$ cat src/rtl/maria_line_buffer.sv
// Ping-pong line RAM between the Maria DMA engine and the palette lookup.
// DMA fills the write bank while the display bank streams out and is cleared behind the read.
module maria_line_buffer #(
  parameter int HPIX_START = 93,
  parameter int NUM_PIX    = 160,
  parameter int DW         = 5
) (
  input  logic          clk,
  input  logic          reset,
  input  logic          mclk0,
  input  logic [9:0]    col,
  input  logic          lrc,
  input  logic          kangaroo,
  input  logic          wr_en,
  input  logic [7:0]    wr_addr,
  input  logic [DW-1:0] wr_data,
  output logic [DW-1:0] pix_index,
  output logic          pix_active,
  output logic          disp_sel,
  output logic          clear_busy
);

  localparam logic [9:0] HPIX_START_W = 10'(HPIX_START);
  localparam logic [9:0] WIN_LEN      = 10'(2 * NUM_PIX);
  localparam logic [7:0] NUM_PIX_W    = 8'(NUM_PIX);
  localparam logic [7:0] LAST_ADDR    = 8'(NUM_PIX - 1);

  typedef enum logic {CLEAR, RUN} state_t;

  state_t        state;
  logic [7:0]    clr_addr;
  logic [DW-1:0] bank0 [NUM_PIX];
  logic [DW-1:0] bank1 [NUM_PIX];

  // Colour 0 is transparent unless kangaroo mode forces it to be stored.
  function automatic logic dma_opaque(input logic [DW-1:0] d, input logic k);
    return (d[1:0] != 2'b00) || k;
  endfunction

  logic [9:0]    off_p0;
  logic          in_win_p0;
  logic [7:0]    rd_addr_p0;
  logic [DW-1:0] rd_data_p0;
  logic          clr_rd_p0;
  logic          dma_we_p0;

  // Stage p0: column decode, display-bank read, write qualification
  always_comb begin
    off_p0     = col - HPIX_START_W;
    in_win_p0  = off_p0 < WIN_LEN;
    rd_addr_p0 = in_win_p0 ? off_p0[8:1] : 8'd0;
    rd_data_p0 = disp_sel ? bank1[rd_addr_p0] : bank0[rd_addr_p0];
    clr_rd_p0  = (state == RUN) && mclk0 && in_win_p0 && off_p0[0];
    dma_we_p0  = (state == RUN) && wr_en && (wr_addr < NUM_PIX_W)
                 && dma_opaque(wr_data, kangaroo);
  end

  logic          b0_we,   b1_we;
  logic [7:0]    b0_addr, b1_addr;
  logic [DW-1:0] b0_data, b1_data;

  // The write bank only sees DMA and the display bank only sees the read-clear,
  // so each bank needs just one write port.
  always_comb begin
    b0_we   = 1'b0;
    b1_we   = 1'b0;
    b0_addr = 8'd0;
    b1_addr = 8'd0;
    b0_data = '0;
    b1_data = '0;
    if (state == CLEAR) begin
      b0_we   = 1'b1;
      b1_we   = 1'b1;
      b0_addr = clr_addr;
      b1_addr = clr_addr;
    end else if (disp_sel) begin
      b0_we   = dma_we_p0;
      b0_addr = wr_addr;
      b0_data = wr_data;
      b1_we   = clr_rd_p0;
      b1_addr = rd_addr_p0;
    end else begin
      b1_we   = dma_we_p0;
      b1_addr = wr_addr;
      b1_data = wr_data;
      b0_we   = clr_rd_p0;
      b0_addr = rd_addr_p0;
    end
  end

  always_ff @(posedge clk) begin
    if (b0_we) bank0[b0_addr] <= b0_data;
    if (b1_we) bank1[b1_addr] <= b1_data;
  end

  // Stage p1: registered pixel output, bank swap, clear sequencing
  always_ff @(posedge clk) begin
    if (reset) begin
      state      <= CLEAR;
      clr_addr   <= 8'd0;
      disp_sel   <= 1'b0;
      pix_index  <= '0;
      pix_active <= 1'b0;
      clear_busy <= 1'b1;
    end else begin
      case (state)
        CLEAR: begin
          pix_index  <= '0;
          pix_active <= 1'b0;
          disp_sel   <= 1'b0;
          if (clr_addr == LAST_ADDR) begin
            state      <= RUN;
            clr_addr   <= 8'd0;
            clear_busy <= 1'b0;
          end else begin
            clr_addr <= clr_addr + 8'd1;
          end
        end
        RUN: begin
          if (mclk0) begin
            pix_index  <= in_win_p0 ? rd_data_p0 : '0;
            pix_active <= in_win_p0;
            if (lrc) disp_sel <= ~disp_sel;
          end
        end
        default: state <= CLEAR;
      endcase
    end
  end

endmodule

$ cat config.mk
export PLATFORM = sky130hd
export DESIGN_NAME = maria_line_buffer
export DESIGN_NICKNAME = d
export VERILOG_FILES = /design/src/rtl/maria_line_buffer.sv
export SDC_FILE = /design/constraint.sdc
export NUM_CORES = 2
export LEC_CHECK = 0
export BUFFER_PORTS_ARGS = -buffer_cell sky130_fd_sc_hd__buf_2
export CORE_ASPECT_RATIO = 1.25
export CORE_MARGIN = 3
export CORE_UTILIZATION = 45
export CTS_BUF_LIST = sky130_fd_sc_hd__clkbuf_16
export DETAILED_ROUTE_END_ITERATION = 10
export MAX_ROUTING_LAYER = met4
export PLACE_DENSITY_LB_ADDON = 0.25
export REMOVE_ABC_BUFFERS = 1
export SLEW_MARGIN = 20
export SYNTH_ARGS = -nofsm -noshare
export SYNTH_HDL_FRONTEND = slang
export SYNTH_SLANG_ARGS = --single-unit
$ cat constraint.sdc
create_clock -name clk -period 4.6 [get_ports clk]
set_input_delay 0.23 -clock clk [delete_from_list [all_inputs] [get_ports clk]]
set_output_delay 0.23 -clock clk [all_outputs]
set_load 0.01 [all_outputs]
==> flow_summary.json <==
{
  "outcome": "complete, no violations",
  "grt_pass1_wl_mm": 290,
  "min_period_ns": 4.04,
  "postLayoutSetupSlackWorst_ns": 0.564,
  "arrival_ns": 4.46,
  "path_cells": "buf_2, inv_1, ha_4, and4b_4, a41oi_2, a211o_1, or3_2, nand2_1, o21ai_0, a21oi_1, buf_4, nor2b_1, nand4_1, buf_4, nor2_1",
  "rows": 155,
  "die_x_um": 347,
  "end_kind": "register",
  "tightest_slew_ns": 1.02,
  "slew_violations": 0,
  "pre_cts_slack_ns": -0.139,
  "seq_area_mm2": 0.0484,
  "ys.flop_type": "edfxtp_1",
  "crit_path_max_incr_delay_ns": 0.67,
  "path_class": "input pin to register",
  "clock_path_buffers": 3,
  "synth_edf_count": 1600,
  "hold_slack_ns": 0.0663,
  "multiInputGateArea_mm2": 0.0157,
  "grt.overflow.total": 0,
  "r2r_start": "state$_SDFF_PP0_",
  "holdPathEnd": "bank0[106][3]$_DFFE_PP_",
  "r2r_end": "pix_index[0]$_SDFFE_PP0P_",
  "ctsHoldBuffers": 4,
  "dr_total_vias": 42900,
  "synth_area_per_cell_um2": 13.3,
  "crit_slowest_cell": "or3_2",
  "viasPerCell": 6.05,
  "period_share_pct": 87.7,
  "fin_nets": 5111,
  "dpl.cell_count": 6801,
  "critPathRequiredTime_ns": 5.02,
  "async_reset_ff_share_pct": 0,
  "setup_tns_ns": 0,
  "r2r_slack_ns": 0.72,
  "cellLeakagePower_nw": 25.4,
  "fin_util_pct": 51.9,
  "power-per-cell-area_mw_per_mm2": 415,
  "antenna_found_initial": 8,
  "cts_tree": "done",
  "seq_area_frac_synth_pct": 74.1,
  "start_kind": "input pin",
  "gp_congestion": 0.944,
  "area_growth_pct": 14.0,
  "crit_path_frequent_cell": "buf_4",
  "h-tree-depth": 4,
  "ys_seq_elements": 1617,
  "wirelength_mm": 200,
  "first_pass_iters": 6,
  "syn-cell-area_mm2": 0.0653,
  "grt_max_degree": 161,
  "drtAntennaViolNets": 0,
  "pin_count": 37,
  "report.final.setup_viol": 0,
  "drc_errors": 0,
  "post-dp-hpwl_mm": 129,
  "min-delay-start": "wr_data[3]",
  "maxCapViolations": 0,
  "dieArea_mm2": 0.150,
  "worstPathMaxFanout": 11,
  "crit_cells": 15,
  "synth_cells": 4903,
  "path_clk_slew_ns": 0.06,
  "path_buf_inv": 4,
  "cts_root_buffer": "clkbuf_16",
  "relSlewSlack_pct": 31.9,
  "fp.dieH_um": 432,
  "hold_viol_final": 0,
  "crit_family": "simple AND/OR/NAND/NOR gates",
  "track_usage_pct": 27.3,
  "ir_drop_mv": 0.468,
  "power_mw": 30.9,
  "clock_latency_ns": 0.82,
  "dpl_cell_area_mm2": 0.0694,
  "cts.sinks": 1617,
  "yosys_warnings": 0,
  "cts_buffers": 157,
  "drt-initial-drc-count": 4942,
  "fin_skew_ns": 0.0242,
  "fillCellCount": 12100,
  "start_util_pct": 45.5,
  "hp-class": "input pin to register",
  "final_area_mm2": 0.0744,
  "final_layout_size_suffix_gt1_share_pct": 11.5,
  "instances_no_fill": 7093,
  "ys_types": 74,
  "grt_setup_unrepaired": "no",
  "core_area_mm2": 0.144,
  "port_buffers": 36,
  "hold_depth": 2,
  "cts_setup_buffers": 0,
  "wl_per_cell_um": 28.2,
  "timing.fmax_mhz": 248,
  "reg2reg_depth": 10,
  "cts_resized": 0,
  "grt_pass1_vias": 41900
}
kinds of logic (layout without fill, tap and decap cells):
| logic type | Yosys count | count (layout) | synth area share [%] |
|---|---|---|---|
| other | 0 | 4 | 0 |
| and+or+nand+nor | 1957 | 1957 | 12.9 |
| DFF | 1617 | 1617 | 74.1 |
| AOI/OAI and AO/OA | 833 | 833 | 8.24 |
| adders and majority gates | 2 | 2 | 0.0383 |
| xor gates and xnor gates | 17 | 17 | 0.228 |
| buffers and inverters | 324 | 626 | 2.11 |
| muxes | 153 | 153 | 2.36 |
Yosys cell counts (4+ instances only):
master,number,share of area [%]
nand3_1,266,2.0
mux2_2,8,0.14
buf_1,46,0.26
o2111ai_1,12,0.16
a211oi_1,27,0.31
and4_1,8,0.11
nand4_1,77,0.74
o211ai_1,94,1.1
clkbuf_1,164,0.94
a22oi_1,47,0.54
nand2b_1,5,0.048
xor2_1,9,0.12
o31ai_1,5,0.057
buf_4,6,0.069
and3_1,55,0.53
inv_1,9,0.052
xnor2_1,8,0.11
and2_1,13,0.12
nor2_1,442,2.5
dfxtp_1,17,0.52
or4_1,6,0.069
nor3_2,4,0.061
o21ai_0,78,0.60
nand2_1,959,5.5
a221oi_1,10,0.13
nor4_1,7,0.067
o221ai_1,17,0.23
a22o_1,19,0.25
o21ai_1,4,0.031
a21oi_1,220,1.7
o22ai_1,111,1.1
mux2i_1,145,2.2
o311ai_0,4,0.054
a32oi_1,22,0.30
nand3b_1,4,0.046
buf_2,95,0.73
a31oi_1,134,1.3
edfxtp_1,1600,74
or3_1,15,0.14
nor3_1,64,0.49
nor2b_1,12,0.11
worst max-delay path by stage:
stage / to / slack (ns) / start
4_1_cts: bank1[68][4]$_DFFE_PP_ / 0.67 / col[1]
3_5_place_dp: bank1[68][4]$_DFFE_PP_ / -0.14 / col[1]
2_1_floorplan: pix_index[4]$_SDFFE_PP0P_ / -18.58 / col[0]
6_report: bank1[68][4]$_DFFE_PP_ / 0.56 / col[1]
3_3_place_gp: pix_index[1]$_SDFFE_PP0P_ / -0.13 / col[1]
5_1_grt: bank1[68][4]$_DFFE_PP_ / 0.42 / col[1]
per-layer routing:
layer / part of all wire [%] / global-route usage (%)
met5: 0 / -
met4: 5.4 / 13.1
met3: 7.7 / 4.27
met2: 49 / 44.7
met1: 38 / 33.3
placed cells by master (no fill, tap or decap), types with 8 or more instances in the layout:
cell type  instances
and2_1             8
dfxtp_1           15
or3_1             14
a211oi_1          26
buf_2             36
mux2_2             8
nand3_1          264
nand2_1          957
nor2b_1           12
o21ai_0           78
nand4_1           77
buf_4            246
xor2_1             8
and3_1            50
o22ai_1          110
nor2_1           440
a32oi_1           22
a221oi_1          10
bufinv_16         10
mux2i_1          145
o211ai_1          94
clkbuf_16        160
buf_12            46
edfxtp_1        1600
inv_1             40
o221ai_1          17
a22o_1            19
a21oi_1          220
a31oi_1          134
clkinv_1          44
and4_1             8
nor3_1            61
clkinv_2          20
a22oi_1           47
o2111ai_1         12
power breakdown:
part	total (mW)	leakage (nW)	switching [mW]	internal, mW
Clock	12.5	2.52	5.56	6.89
Combinational	2.44	6.73	1.72	0.715
Sequential	16.0	16.2	0.0103	16.0
worst register-to-register path, cell delays in order, from the launching register on:
cell and delay (ns):
dfxtp_2 0.74, buf_4 0.50, nand2b_1 0.31, nor3_1 0.25, buf_4 0.17, nand3_1 0.41, nor2_1 0.45, nand4_1 0.15
o21ai_0 0.48, a311oi_1 0.19, nand4_1 0.17
state kept, by name, summed over array words and instances (netlist names):
register and count:
clr_addr 8, bank0 800, pix_index 5, bank1 800, state 1, clear_busy 1, disp_sel 1, pix_active 1
layout make-up:
| class | count | share of cell area [%] |
|---|---|---|
| Timing Repair Buffer | 332 | 4.01 |
| Tap cell | 1884 | 3.17 |
| Clock inverter | 124 | 1.25 |
| Antenna cell | 4 | 0.0135 |
| Clock buffer | 160 | 5.38 |
| Inverter | 10 | 0.0504 |
| Multi-Input combinational cell | 2962 | 21.1 |
| Sequential cell | 1617 | 65.0 |
Power figures use the tool's default switching activity.
